`config.mk`:
```
export PLATFORM = sky130hd
export DESIGN_NAME = mc_ctrl_flat
export DESIGN_NICKNAME = d
export VERILOG_FILES = /design/src/rtl/mc_pkg.sv /design/src/rtl/mc_ctrl_if.sv /design/src/rtl/mc_decode.sv /design/src/rtl/mc_ctrl.sv /design/src/flat_wrapper.sv
export SDC_FILE = /design/constraint.sdc
export NUM_CORES = 1
export LEC_CHECK = 0
export BUFFER_PORTS_ARGS = -buffer_cell sky130_fd_sc_hd__buf_2
export CAP_MARGIN = 20
export CORE_ASPECT_RATIO = 1.1
export CORE_MARGIN = 2
export CORE_UTILIZATION = 45
export DETAILED_ROUTE_END_ITERATION = 12
export PLACE_DENSITY = 0.73
export SYNTH_ARGS = -nofsm -noshare
export SYNTH_HDL_FRONTEND = slang
export SYNTH_SLANG_ARGS = --single-unit
```
`constraint.sdc`:
```
create_clock -name clk -period 4.7 [get_ports clk]
set_input_delay 0.94 -clock clk [delete_from_list [all_inputs] [get_ports clk]]
set_output_delay 0.94 -clock clk [all_outputs]
set_load 0.005 [all_outputs]
```
`src/rtl/mc_pkg.sv`:
```
//------------------------------------------------------------------------------
// mc_pkg : shared encodings for the multi-cycle MIPS-subset controller
// Revision: 1.0 - initial release
//------------------------------------------------------------------------------
`default_nettype none

package mc_pkg;

   typedef enum logic [2:0] {
      S_FETCH  = 3'd0,
      S_DECODE = 3'd1,
      S_EXEC   = 3'd2,
      S_MEM    = 3'd3,
      S_WB     = 3'd4
   } state_t;

   localparam logic [5:0] c_op_rtype = 6'h00;
   localparam logic [5:0] c_op_j     = 6'h02;
   localparam logic [5:0] c_op_jal   = 6'h03;
   localparam logic [5:0] c_op_beq   = 6'h04;
   localparam logic [5:0] c_op_ori   = 6'h0d;
   localparam logic [5:0] c_op_lui   = 6'h0f;
   localparam logic [5:0] c_op_lw    = 6'h23;
   localparam logic [5:0] c_op_sw    = 6'h2b;

   localparam logic [5:0] c_fn_nop   = 6'h00;
   localparam logic [5:0] c_fn_jr    = 6'h08;
   localparam logic [5:0] c_fn_addu  = 6'h21;
   localparam logic [5:0] c_fn_subu  = 6'h23;

   localparam logic [2:0] c_alu_add  = 3'd0;
   localparam logic [2:0] c_alu_sub  = 3'd1;
   localparam logic [2:0] c_alu_or   = 3'd2;
   localparam logic [2:0] c_alu_lui  = 3'd3;

   localparam logic [1:0] c_rd_rt    = 2'd0;
   localparam logic [1:0] c_rd_rd    = 2'd1;
   localparam logic [1:0] c_rd_ra    = 2'd2;

   localparam logic [1:0] c_wd_alu   = 2'd0;
   localparam logic [1:0] c_wd_dm    = 2'd1;
   localparam logic [1:0] c_wd_pc    = 2'd2;

   localparam logic [1:0] c_pc_plus4 = 2'd0;
   localparam logic [1:0] c_pc_br    = 2'd1;
   localparam logic [1:0] c_pc_jmp   = 2'd2;
   localparam logic [1:0] c_pc_rs    = 2'd3;

   // One-hot instruction class; exactly one flag is set for any opcode/funct.
   typedef struct packed {
      logic addu;
      logic subu;
      logic jr;
      logic nop;
      logic ori;
      logic lui;
      logic lw;
      logic sw;
      logic beq;
      logic j;
      logic jal;
      logic ill;
   } iclass_t;

endpackage

`default_nettype wire

```
`src/rtl/mc_ctrl_if.sv`:
```
//------------------------------------------------------------------------------
// mc_ctrl_if : instruction fields in, control strobes/selects out
// Revision: 1.0 - initial release
//------------------------------------------------------------------------------
`default_nettype none

interface mc_ctrl_if;
   logic [5:0]  opcode;
   logic [5:0]  funct;
   logic        zero;
   logic        pc_we;
   logic        ir_we;
   logic        rf_we;
   logic        dm_we;
   logic [2:0]  alu_ctrl;
   logic        alu_src_b;
   logic        ext_op;
   logic [1:0]  reg_dst;
   logic [1:0]  wd_sel;
   logic [1:0]  pc_sel;
   logic        illegal;
   logic [2:0]  state;
   logic [31:0] instr_cnt;

   modport master (
      output opcode, funct, zero,
      input  pc_we, ir_we, rf_we, dm_we, alu_ctrl, alu_src_b, ext_op,
             reg_dst, wd_sel, pc_sel, illegal, state, instr_cnt
   );

   modport slave (
      input  opcode, funct, zero,
      output pc_we, ir_we, rf_we, dm_we, alu_ctrl, alu_src_b, ext_op,
             reg_dst, wd_sel, pc_sel, illegal, state, instr_cnt
   );
endinterface

`default_nettype wire

```
`src/rtl/mc_decode.sv`:
```
//------------------------------------------------------------------------------
// mc_decode : combinational opcode/funct to one-hot instruction class
// Revision: 1.0 - initial release
//------------------------------------------------------------------------------
`default_nettype none

module mc_decode
   import mc_pkg::*;
(
   input  wire logic [5:0] opcode,
   input  wire logic [5:0] funct,
   output iclass_t         cls
);

   always_comb begin
      cls = '0;
      case (opcode)
         c_op_rtype: begin
            case (funct)
               c_fn_addu: cls.addu = 1'b1;
               c_fn_subu: cls.subu = 1'b1;
               c_fn_jr:   cls.jr   = 1'b1;
               c_fn_nop:  cls.nop  = 1'b1;
               default:   cls.ill  = 1'b1;
            endcase
         end
         c_op_ori: cls.ori = 1'b1;
         c_op_lui: cls.lui = 1'b1;
         c_op_lw:  cls.lw  = 1'b1;
         c_op_sw:  cls.sw  = 1'b1;
         c_op_beq: cls.beq = 1'b1;
         c_op_j:   cls.j   = 1'b1;
         c_op_jal: cls.jal = 1'b1;
         default:  cls.ill = 1'b1;
      endcase
   end

endmodule

`default_nettype wire

```
`src/rtl/mc_ctrl.sv`:
```
//------------------------------------------------------------------------------
// mc_ctrl : multi-cycle controller FSM with retired-instruction counter
// Revision: 1.0 - initial release
//------------------------------------------------------------------------------
`default_nettype none

module mc_ctrl
   import mc_pkg::*;
(
   input  wire logic  clk,
   input  wire logic  reset,
   mc_ctrl_if.slave   bus
);

   iclass_t     w_cls;
   state_t      r_state;
   state_t      w_next;
   logic [31:0] r_cnt;
   logic        w_retire;
   logic        w_pc_we, w_ir_we, w_rf_we, w_dm_we, w_illegal;
   logic [2:0]  w_alu_ctrl;
   logic        w_alu_src_b, w_ext_op;
   logic [1:0]  w_reg_dst, w_wd_sel, w_pc_sel;
   logic [2:0]  w_dp_alu;
   logic        w_dp_src_b, w_dp_ext;
   logic [1:0]  w_dp_reg_dst, w_dp_wd_sel;

   mc_decode u_decode (
      .opcode (bus.opcode),
      .funct  (bus.funct),
      .cls    (w_cls)
   );

   // Datapath selects depend only on the instruction, so they stay put EXEC..WB.
   always_comb begin
      w_dp_alu     = c_alu_add;
      w_dp_src_b   = 1'b0;
      w_dp_ext     = 1'b0;
      w_dp_reg_dst = (w_cls.addu | w_cls.subu) ? c_rd_rd : c_rd_rt;
      w_dp_wd_sel  = w_cls.lw ? c_wd_dm : c_wd_alu;
      if (w_cls.subu) w_dp_alu = c_alu_sub;
      if (w_cls.ori) begin
         w_dp_alu   = c_alu_or;
         w_dp_src_b = 1'b1;
      end
      if (w_cls.lui) begin
         w_dp_alu   = c_alu_lui;
         w_dp_src_b = 1'b1;
      end
      if (w_cls.lw | w_cls.sw) begin
         w_dp_src_b = 1'b1;
         w_dp_ext   = 1'b1;
      end
      if (w_cls.beq) begin
         w_dp_alu = c_alu_sub;
         w_dp_ext = 1'b1;
      end
   end

   always_ff @(posedge clk or posedge reset) begin
      if (reset) r_state <= S_FETCH;
      else       r_state <= w_next;
   end

   always_comb begin
      w_next      = S_FETCH;
      w_retire    = 1'b0;
      w_pc_we     = 1'b0;
      w_ir_we     = 1'b0;
      w_rf_we     = 1'b0;
      w_dm_we     = 1'b0;
      w_illegal   = 1'b0;
      w_alu_ctrl  = c_alu_add;
      w_alu_src_b = 1'b0;
      w_ext_op    = 1'b0;
      w_reg_dst   = c_rd_rt;
      w_wd_sel    = c_wd_alu;
      w_pc_sel    = c_pc_plus4;
      case (r_state)
         S_FETCH: begin
            w_ir_we = 1'b1;
            w_pc_we = 1'b1;
            w_next  = S_DECODE;
         end
         S_DECODE: begin
            if (w_cls.j | w_cls.jal) begin
               w_pc_we  = 1'b1;
               w_pc_sel = c_pc_jmp;
               w_retire = 1'b1;
               if (w_cls.jal) begin
                  w_rf_we   = 1'b1;
                  w_reg_dst = c_rd_ra;
                  w_wd_sel  = c_wd_pc;
               end
            end else if (w_cls.jr) begin
               w_pc_we  = 1'b1;
               w_pc_sel = c_pc_rs;
               w_retire = 1'b1;
            end else if (w_cls.nop) begin
               w_retire = 1'b1;
            end else if (w_cls.ill) begin
               w_illegal = 1'b1;
            end else begin
               w_next = S_EXEC;
            end
         end
         S_EXEC, S_MEM, S_WB: begin
            w_alu_ctrl  = w_dp_alu;
            w_alu_src_b = w_dp_src_b;
            w_ext_op    = w_dp_ext;
            w_reg_dst   = w_dp_reg_dst;
            w_wd_sel    = w_dp_wd_sel;
            if (r_state == S_EXEC) begin
               if (w_cls.beq) begin
                  w_pc_we  = bus.zero;
                  w_pc_sel = c_pc_br;
                  w_retire = 1'b1;
               end else if (w_cls.lw | w_cls.sw) begin
                  w_next = S_MEM;
               end else begin
                  w_next = S_WB;
               end
            end else if (r_state == S_MEM) begin
               if (w_cls.sw) begin
                  w_dm_we  = 1'b1;
                  w_retire = 1'b1;
               end else begin
                  w_next = S_WB;
               end
            end else begin
               w_rf_we  = 1'b1;
               w_retire = 1'b1;
            end
         end
         default: w_next = S_FETCH;
      endcase
   end

   always_ff @(posedge clk or posedge reset) begin
      if (reset)         r_cnt <= '0;
      else if (w_retire) r_cnt <= r_cnt + 32'd1;
   end

   // Strobes are masked by reset so an async assert kills them within the cycle.
   assign bus.pc_we     = w_pc_we   & ~reset;
   assign bus.ir_we     = w_ir_we   & ~reset;
   assign bus.rf_we     = w_rf_we   & ~reset;
   assign bus.dm_we     = w_dm_we   & ~reset;
   assign bus.illegal   = w_illegal & ~reset;
   assign bus.alu_ctrl  = w_alu_ctrl;
   assign bus.alu_src_b = w_alu_src_b;
   assign bus.ext_op    = w_ext_op;
   assign bus.reg_dst   = w_reg_dst;
   assign bus.wd_sel    = w_wd_sel;
   assign bus.pc_sel    = w_pc_sel;
   assign bus.state     = r_state;
   assign bus.instr_cnt = r_cnt;

endmodule

`default_nettype wire

```
`src/flat_wrapper.sv`:
```
// flat-port wrapper written by rule: the top's interface ports become plain ports
module mc_ctrl_flat import mc_pkg::*;
  (clk, reset, bus_opcode, bus_funct, bus_zero, bus_pc_we, bus_ir_we, bus_rf_we, bus_dm_we, bus_alu_ctrl, bus_alu_src_b, bus_ext_op, bus_reg_dst, bus_wd_sel, bus_pc_sel, bus_illegal, bus_state, bus_instr_cnt);
  mc_ctrl_if bus_i ();
  input  wire logic clk;
  input  wire logic reset;
  input wire logic [$bits(bus_i.opcode)-1:0] bus_opcode;
  input wire logic [$bits(bus_i.funct)-1:0] bus_funct;
  input wire logic [$bits(bus_i.zero)-1:0] bus_zero;
  output wire logic [$bits(bus_i.pc_we)-1:0] bus_pc_we;
  output wire logic [$bits(bus_i.ir_we)-1:0] bus_ir_we;
  output wire logic [$bits(bus_i.rf_we)-1:0] bus_rf_we;
  output wire logic [$bits(bus_i.dm_we)-1:0] bus_dm_we;
  output wire logic [$bits(bus_i.alu_ctrl)-1:0] bus_alu_ctrl;
  output wire logic [$bits(bus_i.alu_src_b)-1:0] bus_alu_src_b;
  output wire logic [$bits(bus_i.ext_op)-1:0] bus_ext_op;
  output wire logic [$bits(bus_i.reg_dst)-1:0] bus_reg_dst;
  output wire logic [$bits(bus_i.wd_sel)-1:0] bus_wd_sel;
  output wire logic [$bits(bus_i.pc_sel)-1:0] bus_pc_sel;
  output wire logic [$bits(bus_i.illegal)-1:0] bus_illegal;
  output wire logic [$bits(bus_i.state)-1:0] bus_state;
  output wire logic [$bits(bus_i.instr_cnt)-1:0] bus_instr_cnt;
  assign bus_i.opcode = bus_opcode;
  assign bus_i.funct = bus_funct;
  assign bus_i.zero = bus_zero;
  assign bus_pc_we = bus_i.pc_we;
  assign bus_ir_we = bus_i.ir_we;
  assign bus_rf_we = bus_i.rf_we;
  assign bus_dm_we = bus_i.dm_we;
  assign bus_alu_ctrl = bus_i.alu_ctrl;
  assign bus_alu_src_b = bus_i.alu_src_b;
  assign bus_ext_op = bus_i.ext_op;
  assign bus_reg_dst = bus_i.reg_dst;
  assign bus_wd_sel = bus_i.wd_sel;
  assign bus_pc_sel = bus_i.pc_sel;
  assign bus_illegal = bus_i.illegal;
  assign bus_state = bus_i.state;
  assign bus_instr_cnt = bus_i.instr_cnt;
  mc_ctrl u_core (.clk(clk), .reset(reset), .bus(bus_i));
endmodule
```
==> results of run 1 <==
## placed cells by master, fill, tap and decap left out, types with 2 or more instances in the layout
master    count
clkbuf_1      2
nor3_1        2
xnor2_1      30
buf_2        64
dfrtp_1      35
nand4_1      16
a21oi_1       7
and2_1        3
nor4b_1       2
nand2_1      14
and3_1       14
nor4_1        4
nand3_1      18
clkbuf_8      5
nor2_1       15
inv_1         4
nor2b_1       3
## logic make-up (layout without fill, tap and decap cells)
| logic type | after synthesis | in the layout |
|---|---|---|
| fa+ha+maj | 1 | 1 |
| buf+inv | 14 | 77 |
| mux | 1 | 1 |
| xor+xnor | 31 | 31 |
| compound gates | 13 | 13 |
| simple gates | 99 | 99 |
| other cells | 1 | 1 |
| flops | 35 | 35 |
## how the worst max path moves through the flow
| stage | from | slack, ns | to | cells past startpoint |
|---|---|---|---|---|
| floorplan | bus_opcode[4] | 1.73 | bus_pc_we | 5 |
| global placement | bus_opcode[5] | 1.31 | bus_pc_we | 7 |
| detailed placement | bus_opcode[5] | 1.27 | bus_illegal | 7 |
| CTS | bus_opcode[5] | 1.26 | bus_illegal | 7 |
| global route | bus_opcode[5] | 1.06 | bus_pc_we | 7 |
| finish | bus_opcode[5] | 1.23 | bus_illegal | 7 |
## critical path, delay by kind of cell
family | cells | cell delay [ns]
buffers and inverters | 2 | 0.24
and+or+nand+nor | 5 | 1.35
## power breakdown
part / total (W) / switching, W / leakage (nW) / internal, W
clock network: 0.000208 / 0.000104 / 0.0422 / 0.000104
logic: 0.000106 / 0.0000561 / 0.644 / 0.0000498
registers: 0.000344 / 0.0000262 / 0.483 / 0.000318
total: 0.000658 / 0.000186 / 1.17 / 0.000472
## sequential cells by signal, summed over array words and instances (netlist names)
signal,flops
u_core.bus.state,3
u_core.bus.instr_cnt,32
## layer usage
layer	part of all wire	wire length (microns)	global-route usage	up-vias
met5	0	0	0	-
met4	0.013	52	0.06349	0
met3	0.062	256	0.05426	5
met2	0.47	1946	0.2989	50
met1	0.46	1888	0.2593	796
li1	-	-	-	811
## per-stage QoR
stage / cell area (sq um) / setup slack (ns) / std cells
final: 2320 / 1.226 / 310
after global routing: 2320 / 1.062 / 310
after CTS: 2320 / 1.263 / 310
after detailed placement: 2238 / 1.272 / 302
after global placement: 2238 / 1.306 / 302
after floorplan: 1916 / 1.734 / 195
## final cells by class
class | instances | share of cell area
flip-flops and latches | 35 | 0.3776
clock buffers | 7 | 0.03290
clock inverters | 1 | 0.002158
well taps | 52 | 0.02805
repair buffers | 65 | 0.1413
multi-input cells | 146 | 0.4115
inverters | 4 | 0.006473
==> flow_metrics.env, run 1 <==
export IMPL_synth_avg_cell_area_sq_um=9.824
export IMPL_synthMuxAreaShare=0.005879
export IMPL_insertion_delay_ns=0.29
export IMPL_ctsRootBufferMaster="clkbuf_8"
export IMPL_crit_slowest_cell="nor4b_1"
export IMPL_drc=0
export IMPL_slew_violations=0
export IMPL_crit_path_cell_trace="buf_2 -> nor3b_1 -> nor4b_1 -> nor2_1 -> nand3_1 -> nor4b_1 -> buf_2"
export IMPL_cts_hold_buf=0
export IMPL_port_buffers=64
export IMPL_cp_start_kind="input pin"
export IMPL_vdd_drop_max_uv=164.7
export IMPL_fin_tns_setup_ns=0
export IMPL_grtUsageTotal=0.1922
export IMPL_arrival_ns=2.53
export IMPL_tightestPinTransition_ns=0.7028
export IMPL_clock_sinks=35
export IMPL_synth_area_leaders="dfrtp_1 46%, xnor2_1 14%, nand4_1 5.2%, nand3_1 4.7%, and3_1 4.6%"
export IMPL_synth_cells=195
export IMPL_hold_class="reg -> reg"
export IMPL_clk_pin_slew_worst_paths_ns=0.07
export IMPL_antenna_found_initial=0
export IMPL_finClkSkew_ns=0.007804
export IMPL_yosys_warnings=0
export IMPL_antennaDiodeCount=0
export IMPL_area_delta_synth_final_pct=21.10
export IMPL_ys_ff_latch=35
export IMPL_vias=1662
export IMPL_syn_num_nets=211
export IMPL_post_dp_hpwl_microns=3022
export IMPL_power_density_nw_per_um2=283.6
export IMPL_max_stage_delay_ns=0.63
export IMPL_cap_violations=0
export IMPL_max_slew_margin=0.5248
export IMPL_numCtsBuffers=5
export IMPL_worstPathMaxFanout=5
export IMPL_grt_pass1_wl_microns=7058
export IMPL_rsz0062_at_grt="no"
export IMPL_grt_pass1_vias=1526
export IMPL_syn_cell_area_sq_um=1916
export IMPL_ys_types=36
export IMPL_worst_r2r_path_depth=6
export IMPL_cts_tree="built"
export IMPL_synthSimpleGateAreaFrac=0.2939
export IMPL_required_ns=3.76
export IMPL_ys_flop_type="dfrtp_1"
export IMPL_setup_viol=0
export IMPL_synth_top_area_cell="dfrtp_1"
export IMPL_cts_buffer_depth=2
export IMPL_r2r_end="u_core.bus.instr_cnt[23]$_DFFE_PP0P_"
export IMPL_avgRoutedWirePerCell_microns=13.36
export IMPL_h_tree_depth=2
export IMPL_die_w_microns=66.21
export IMPL_finalPower_w=0.0006579
export IMPL_first_pass_iters=4
export IMPL_first_iter_violations=106
export IMPL_synth_top_area_share=0.4572
export IMPL_fp_dieH_microns=72.43
export IMPL_yosysMostFrequentCell="dfrtp_1"
export IMPL_r2r_setup_slack_ns=2.77
export IMPL_final_seq_area_sq_um=875.8
export IMPL_post_cts_resized=0
export IMPL_critPathKind="in -> out"
export IMPL_start_util=0.4761
export IMPL_critical_path_endpoint_type="primary output"
export IMPL_fp_dieArea_sq_um=4796
export IMPL_grt_max_degree=36
export IMPL_synth_edf_count=0
export IMPL_whs_ns=0.4648
export IMPL_synth_top_cells_by_count="35 x dfrtp_1, 30 x xnor2_1, 18 x nand3_1"
export IMPL_post_cts_buffers=0
export IMPL_rr_startpoint="u_core.bus.instr_cnt[3]$_DFFE_PP0P_"
export IMPL_drive_above_1_share=0.3023
export IMPL_max_freq_mhz=287.9
export IMPL_hold_path_end="u_core.bus.instr_cnt[31]$_DFFE_PP0P_"
export IMPL_num_io_pins=66
export IMPL_ys_async_sr_fraction=1.000
export IMPL_synthAdderAreaFrac=0.006532
export IMPL_num_rows=24
export IMPL_power_static_leakage_nw=1.169
export IMPL_grt_overflow_total=0
export IMPL_min_from="u_core.bus.instr_cnt[31]$_DFFE_PP0P_"
export IMPL_core_area_sq_um=4024
export IMPL_via_per_inst=5.361
export IMPL_whs_path_depth=1
export IMPL_synth_top_family_by_area="simple AND/OR/NAND/NOR gates"
export IMPL_detail_route_antenna_nets=0
export IMPL_wirelength_microns=4143
export IMPL_hold_viol_final=0
export IMPL_post_route_period_util=0.7391
export IMPL_synth_compound_area_share=0.04833
export IMPL_synth_xor_area_share=0.1417
export IMPL_multiInputGateArea_sq_um=954.7
export IMPL_gp_congestion=0.8484
export IMPL_yosysSeqAreaShare=0.4572
export IMPL_final_min_clock_period_ns=3.474
export IMPL_post_route_util=0.5765
export IMPL_fillerInstances=377
export IMPL_final_nets=273
export IMPL_status="finished clean"
No activity file was read; power rests on OpenSTA's default activity.
==> inputs of run 2 (changes only) <==
==> constraint.sdc (replaced) <==
create_clock -name clk -period 3.45 [get_ports clk]
set_input_delay 0.69 -clock clk [delete_from_list [all_inputs] [get_ports clk]]
set_output_delay 0.69 -clock clk [all_outputs]
set_load 0.005 [all_outputs]
==> flow_metrics.env, run 2 (synthesis results as in run 1) <==
export IMPL_grtUsageTotal=0.1910
export IMPL_crit_slowest_cell="nor4b_1"
export IMPL_insertion_delay_ns=0.29
export IMPL_grt_pass1_wl_microns=7113
export IMPL_finClkSkew_ns=0.004967
export IMPL_max_stage_delay_ns=0.28
export IMPL_cap_violations=0
export IMPL_slew_violations=0
export IMPL_die_w_microns=66.21
export IMPL_first_pass_iters=4
export IMPL_cp_start_kind="input pin"
export IMPL_final_min_clock_period_ns=2.737
export IMPL_final_nets=274
export IMPL_vdd_drop_max_uv=272.6
export IMPL_vias=1672
export IMPL_via_per_inst=5.376
export IMPL_clock_sinks=35
export IMPL_place_area_sq_um=2246
export IMPL_grt_max_degree=36
export IMPL_wirelength_microns=4181
export IMPL_power_density_nw_per_um2=386.4
export IMPL_core_area_sq_um=4024
export IMPL_rsz0062_at_grt="no"
export IMPL_tightestPinTransition_ns=0.4866
export IMPL_hold_viol_final=0
export IMPL_cts_hold_buf=0
export IMPL_post_cts_buffers=0
export IMPL_max_freq_mhz=365.3
export IMPL_layout_common_cells="64 x buf_2, 35 x dfrtp_1, 30 x xnor2_1, 18 x nand3_1, 16 x nand4_1"
export IMPL_antennaDiodeCount=0
export IMPL_hold_class="reg -> reg"
export IMPL_post_cts_resized=0
export IMPL_required_ns=2.76
export IMPL_post_dp_hpwl_microns=3095
export IMPL_drc=0
export IMPL_grt_use_met3=0.05271
export IMPL_critical_path_endpoint_type="primary output"
export IMPL_stdcell_area_sq_um=2330
export IMPL_grt_pass1_vias=1543
export IMPL_gp_congestion=0.7984
export IMPL_h_tree_depth=2
export IMPL_top_usage_layer="met2"
export IMPL_grt_util_met2=0.3067
export IMPL_fin_tns_setup_ns=0
export IMPL_critPathBufInv=2
export IMPL_gr_usage_met1=0.2495
export IMPL_fp_dieH_microns=72.43
export IMPL_port_buffers=64
export IMPL_numCtsBuffers=5
export IMPL_antenna_found_initial=0
export IMPL_power_static_leakage_nw=1.180
export IMPL_max_slew_margin=0.6726
export IMPL_final_common_cell="buf_2"
export IMPL_clk_pin_slew_worst_paths_ns=0.07
export IMPL_first_iter_violations=90
export IMPL_worstPathMaxFanout=8
export IMPL_start_util=0.4761
export IMPL_cts_tree="built"
export IMPL_cp_top_family="simple AND/OR/NAND/NOR gates"
export IMPL_cts_buffer_depth=2
export IMPL_critPathKind="in -> out"
export IMPL_fp_dieArea_sq_um=4796
export IMPL_status="finished clean"
export IMPL_post_route_period_util=0.7934
export IMPL_arrival_ns=2.05
export IMPL_area_delta_synth_final_pct=21.62
export IMPL_crit_top_cell="buf_2"
export IMPL_largest_reg_flops=32
export IMPL_num_rows=24
export IMPL_drive_above_1_share=0.3127
export IMPL_grt_overflow_total=0
export IMPL_ctsRootBufferMaster="clkbuf_8"
export IMPL_detail_route_antenna_nets=0
export IMPL_num_io_pins=66
export IMPL_crit_path_cell_trace="buf_2 -> and4bb_2 -> and2_1 -> nor2_1 -> nand3_1 -> nor4b_1 -> buf_2"
export IMPL_setup_viol=0
export IMPL_avgRoutedWirePerCell_microns=13.44
==> run 2: path summary, 6_finish.rpt <==
kind,startpoint,end,slack (ns),cells after the start
worst max-delay path,bus_opcode[1],bus_illegal,0.71,7
worst max register to register,u_core.bus.instr_cnt[3]$_DFFE_PP0P_,u_core.bus.instr_cnt[16]$_DFFE_PP0P_,1.52,6
worst min-delay path,u_core.bus.instr_cnt[31]$_DFFE_PP0P_,u_core.bus.instr_cnt[31]$_DFFE_PP0P_,0.47,1
max in group asynchronous,reset,u_core.bus.instr_cnt[1]$_DFFE_PP0P_,2.61,3
worst min register to register,u_core.bus.instr_cnt[31]$_DFFE_PP0P_,u_core.bus.instr_cnt[31]$_DFFE_PP0P_,0.47,1
min in group asynchronous,reset,u_core.bus.instr_cnt[18]$_DFFE_PP0P_,0.54,3
==> run 2: area by class of cell <==
type,instances,area (sq um)
Tap cell,52,65.06
Fill cell,372,1694
Inverter,4,15.01
Clock inverter,3,15.01
Sequential cell,35,875.8
Multi-Input combinational cell,146,954.7
Clock buffer,5,68.82
Timing Repair Buffer,66,335.3
==> run 2: per-layer routing <==
metal / wire length [microns] / vias up / share of wire
li1: - / 817 / -
met1: 1922 / 804 / 0.46
met2: 1987 / 45 / 0.48
met3: 219 / 6 / 0.052
met4: 52 / 0 / 0.012
met5: 0 / - / 0
==> run 2: worst reg2reg max path: cells and delay by family, from the launching register on <==
family,cells,cell delay [ns]
DFF,1,0.43
and+or+nand+nor,5,1.23
xor gates and xnor gates,1,0.15
==> run 2: where the power goes <==
group	switching (W)	internal [W]
logic	0.0000765	0.0000681
registers	0.0000352	0.000433
clock network	0.000149	0.000138
==> run 2: metrics by stage <==
stage	power, W	std cells	setup slack, ns	hold WS [ns]	util
after floorplan	0.0005621	195	0.9844	0.4683	-
after global placement	0.0006204	303	0.7355	0.4559	0.5581
after detailed placement	0.0006241	303	0.7249	0.4620	0.5581
after CTS	0.0009119	311	0.7270	0.4719	0.5790
after global routing	0.0009539	311	0.5245	0.5096	0.5790
final	0.0009003	311	0.7127	0.4654	0.5790
==> inputs of run 3 (changes only) <==
--- a/config.mk
+++ b/config.mk
@@ -5,13 +5,14 @@
 export SDC_FILE = /design/constraint.sdc
 export NUM_CORES = 1
 export LEC_CHECK = 0
+export ABC_AREA = 1
 export BUFFER_PORTS_ARGS = -buffer_cell sky130_fd_sc_hd__buf_2
 export CAP_MARGIN = 20
 export CORE_ASPECT_RATIO = 1.1
 export CORE_MARGIN = 2
 export CORE_UTILIZATION = 45
 export DETAILED_ROUTE_END_ITERATION = 12
-export PLACE_DENSITY = 0.73
+export PLACE_DENSITY = 0.69
 export SYNTH_ARGS = -nofsm -noshare
 export SYNTH_HDL_FRONTEND = slang
 export SYNTH_SLANG_ARGS = --single-unit
==> constraint.sdc (replaced) <==
create_clock -name clk -period 2.65 [get_ports clk]
set_input_delay 0.53 -clock clk [delete_from_list [all_inputs] [get_ports clk]]
set_output_delay 0.53 -clock clk [all_outputs]
set_load 0.005 [all_outputs]
==> flow_metrics.env, run 3 <==
export IMPL_post_route_period_util=0.8557
export IMPL_whs_ns=0.4189
export IMPL_gr_usage_met1=0.2707
export IMPL_ys_async_sr_fraction=1.000
export IMPL_via_per_inst=4.952
export IMPL_hold_viol_final=0
export IMPL_fp_dieH_microns=85.24
export IMPL_syn_num_nets=464
export IMPL_p_switching_w=0.0004567
export IMPL_cts_buffer_depth=2
export IMPL_slew_violations=0
export IMPL_num_io_pins=66
export IMPL_finClkSkew_ns=0.006212
export IMPL_synth_cells=448
export IMPL_area_delta_synth_final_pct=16.36
export IMPL_grt_use_met3=0.02979
export IMPL_port_buffers=64
export IMPL_detail_route_antenna_nets=0
export IMPL_drc=0
export IMPL_power_static_leakage_nw=1.728
export IMPL_intPower_w=0.0008688
export IMPL_vias=2917
export IMPL_pwr_share_clk=0.283
export IMPL_antenna_found_initial=0
export IMPL_final_common_cell="nand2_1"
export IMPL_syn_cell_area_sq_um=2700
export IMPL_setup_viol=0
export IMPL_grt_overflow_total=0
export IMPL_insertion_delay_ns=0.29
export IMPL_final_nets=527
export IMPL_vdd_drop_max_uv=226.0
export IMPL_status="finished clean"
export IMPL_yosysSeqAreaShare=0.3244
export IMPL_fin_tns_setup_ns=0
export IMPL_core_area_sq_um=5769
export IMPL_cp_start_kind="flip-flop"
export IMPL_avgRoutedWirePerCell_microns=11.91
export IMPL_die_w_microns=77.86
export IMPL_layout_common_cells="196 x nand2_1, 70 x nor2_1, 64 x buf_2, 53 x nand3_1, 40 x inv_1"
export IMPL_post_cts_buffers=0
export IMPL_ys_types=27
export IMPL_synth_top_area_share=0.3244
export IMPL_critPathKind="reg -> out"
export IMPL_finalPower_w=0.001326
export IMPL_synth_area_leaders="dfrtp_1 32%, nand2_1 27%, nand3_1 9.8%, nor2_1 9.7%, inv_1 5.6%"
export IMPL_required_ns=2.12
export IMPL_start_util=0.4680
export IMPL_critical_path_endpoint_type="primary output"
export IMPL_gp_congestion=0.9088
export IMPL_first_pass_iters=4
export IMPL_grt_pass1_wl_microns=12150
export IMPL_synth_avg_cell_area_sq_um=6.027
export IMPL_grt_max_degree=36
export IMPL_clock_sinks=35
export IMPL_grt_pass1_vias=2806
export IMPL_cap_violations=0
export IMPL_ys_ff_latch=35
export IMPL_ys_flop_type="dfrtp_1"
export IMPL_rsz0062_at_grt="no"
export IMPL_max_freq_mhz=441.0
export IMPL_fp_dieArea_sq_um=6636
export IMPL_fillerInstances=594
export IMPL_final_min_clock_period_ns=2.268
export IMPL_multiInputGateArea_sq_um=1592
export IMPL_synth_top_area_cell="dfrtp_1"
export IMPL_worstPathMaxFanout=5
export IMPL_wirelength_microns=7016
export IMPL_h_tree_depth=2
export IMPL_ctsRootBufferMaster="clkbuf_8"
export IMPL_cts_tree="built"
export IMPL_top_usage_layer="met2"
export IMPL_hold_class="in -> async"
export IMPL_final_seq_area_sq_um=875.8
export IMPL_post_dp_hpwl_microns=5480
export IMPL_num_rows=29
export IMPL_synth_edf_count=0
export IMPL_p_sw_frac=0.3446
export IMPL_largest_reg_flops=32
export IMPL_synth_top_cells_by_count="196 x nand2_1, 70 x nor2_1, 53 x nand3_1"
export IMPL_grt_util_met2=0.4067
export IMPL_first_iter_violations=157
export IMPL_grtUsageTotal=0.2243
export IMPL_post_cts_resized=0
export IMPL_power_density_nw_per_um2=421.9
export IMPL_cts_hold_buf=0
export IMPL_p_comb_frac=0.251
export IMPL_numCtsBuffers=5
export IMPL_clk_pin_slew_worst_paths_ns=0.07
export IMPL_pwr_share_seq=0.466
export IMPL_antennaDiodeCount=0
export IMPL_drive_above_1_share=0.1699
export IMPL_yosysMostFrequentCell="nand2_1"
export IMPL_arrival_ns=1.74
export IMPL_yosys_warnings=0
run 3: power groups by stage:
stage	Clock (W)	Sequential (W)	Combinational, W
after floorplan	0	0.000623	0.000237
after global placement	0	0.000628	0.000330
after detailed placement	0	0.000627	0.000336
after CTS	0.000387	0.000618	0.000337
after global routing	0.000409	0.000623	0.000377
final	0.000375	0.000617	0.000333
run 3: cell type report:
class,instances,area share
clock buffer,7,0.02429
clock inverter,1,0.001593
inverter,41,0.04898
multi-input combinational,361,0.5066
sequential,35,0.2788
tap,77,0.03067
timing repair buffer,67,0.1091
run 3: path summary, 6_finish.rpt:
path                                                   endpoint  slack, ns                                 start  depth (start not counted)
max                                                   bus_pc_we       0.38         u_core.bus.state[1]$_DFF_PP0_                         10
min                        u_core.bus.instr_cnt[25]$_DFFE_PP0P_       0.42                                 reset                          3
max reg2reg                u_core.bus.instr_cnt[26]$_DFFE_PP0P_       0.89   u_core.bus.instr_cnt[0]$_DFFE_PP0P_                         10
min reg2reg                u_core.bus.instr_cnt[31]$_DFFE_PP0P_       0.59  u_core.bus.instr_cnt[31]$_DFFE_PP0P_                          2
max in group asynchronous  u_core.bus.instr_cnt[12]$_DFFE_PP0P_       1.92                                 reset                          3
min in group clk           u_core.bus.instr_cnt[31]$_DFFE_PP0P_       0.59  u_core.bus.instr_cnt[31]$_DFFE_PP0P_                          2
run 3: routing by layer:
| layer | share of wire | vias to the layer above |
|---|---|---|
| met3 | 0.038 | 9 |
| met1 | 0.45 | 1330 |
| met5 | 0 | - |
| met2 | 0.50 | 71 |
| li1 | - | 1507 |
| met4 | 0.016 | 0 |
run 3: kinds of logic (layout without fill, tap and decap cells):
logic type	after synthesis	count (layout)	synth area share
and+or+nand+nor	338	338	0.5255
buffers and inverters	52	116	0.08619
DFF	35	35	0.3244
xor gates and xnor gates	13	13	0.04217
AOI/OAI and AO/OA	8	8	0.01576
adders and majority gates	1	1	0.004633
other	1	1	0.001389
run 3: critical path, stage by stage, from the launching register on:
cell	delay [ns]
dfrtp_1	0.44
nor2_1	0.19
nand2_1	0.07
nand2_1	0.18
inv_1	0.13
nor2_1	0.10
nand2_1	0.05
nand2_1	0.06
nor2_1	0.05
nor2_1	0.08
buf_2	0.11
run 3: stage by stage:
step,instance area [sq um],instances,util,setup WS (ns)
floorplan,2700,448,-,0.5857
global placement,3060,581,0.5305,0.6400
detailed placement,3060,581,0.5305,0.6012
CTS,3142,589,0.5446,0.3695
global route,3142,589,0.5446,0.2379
finish,3142,589,0.5446,0.3823
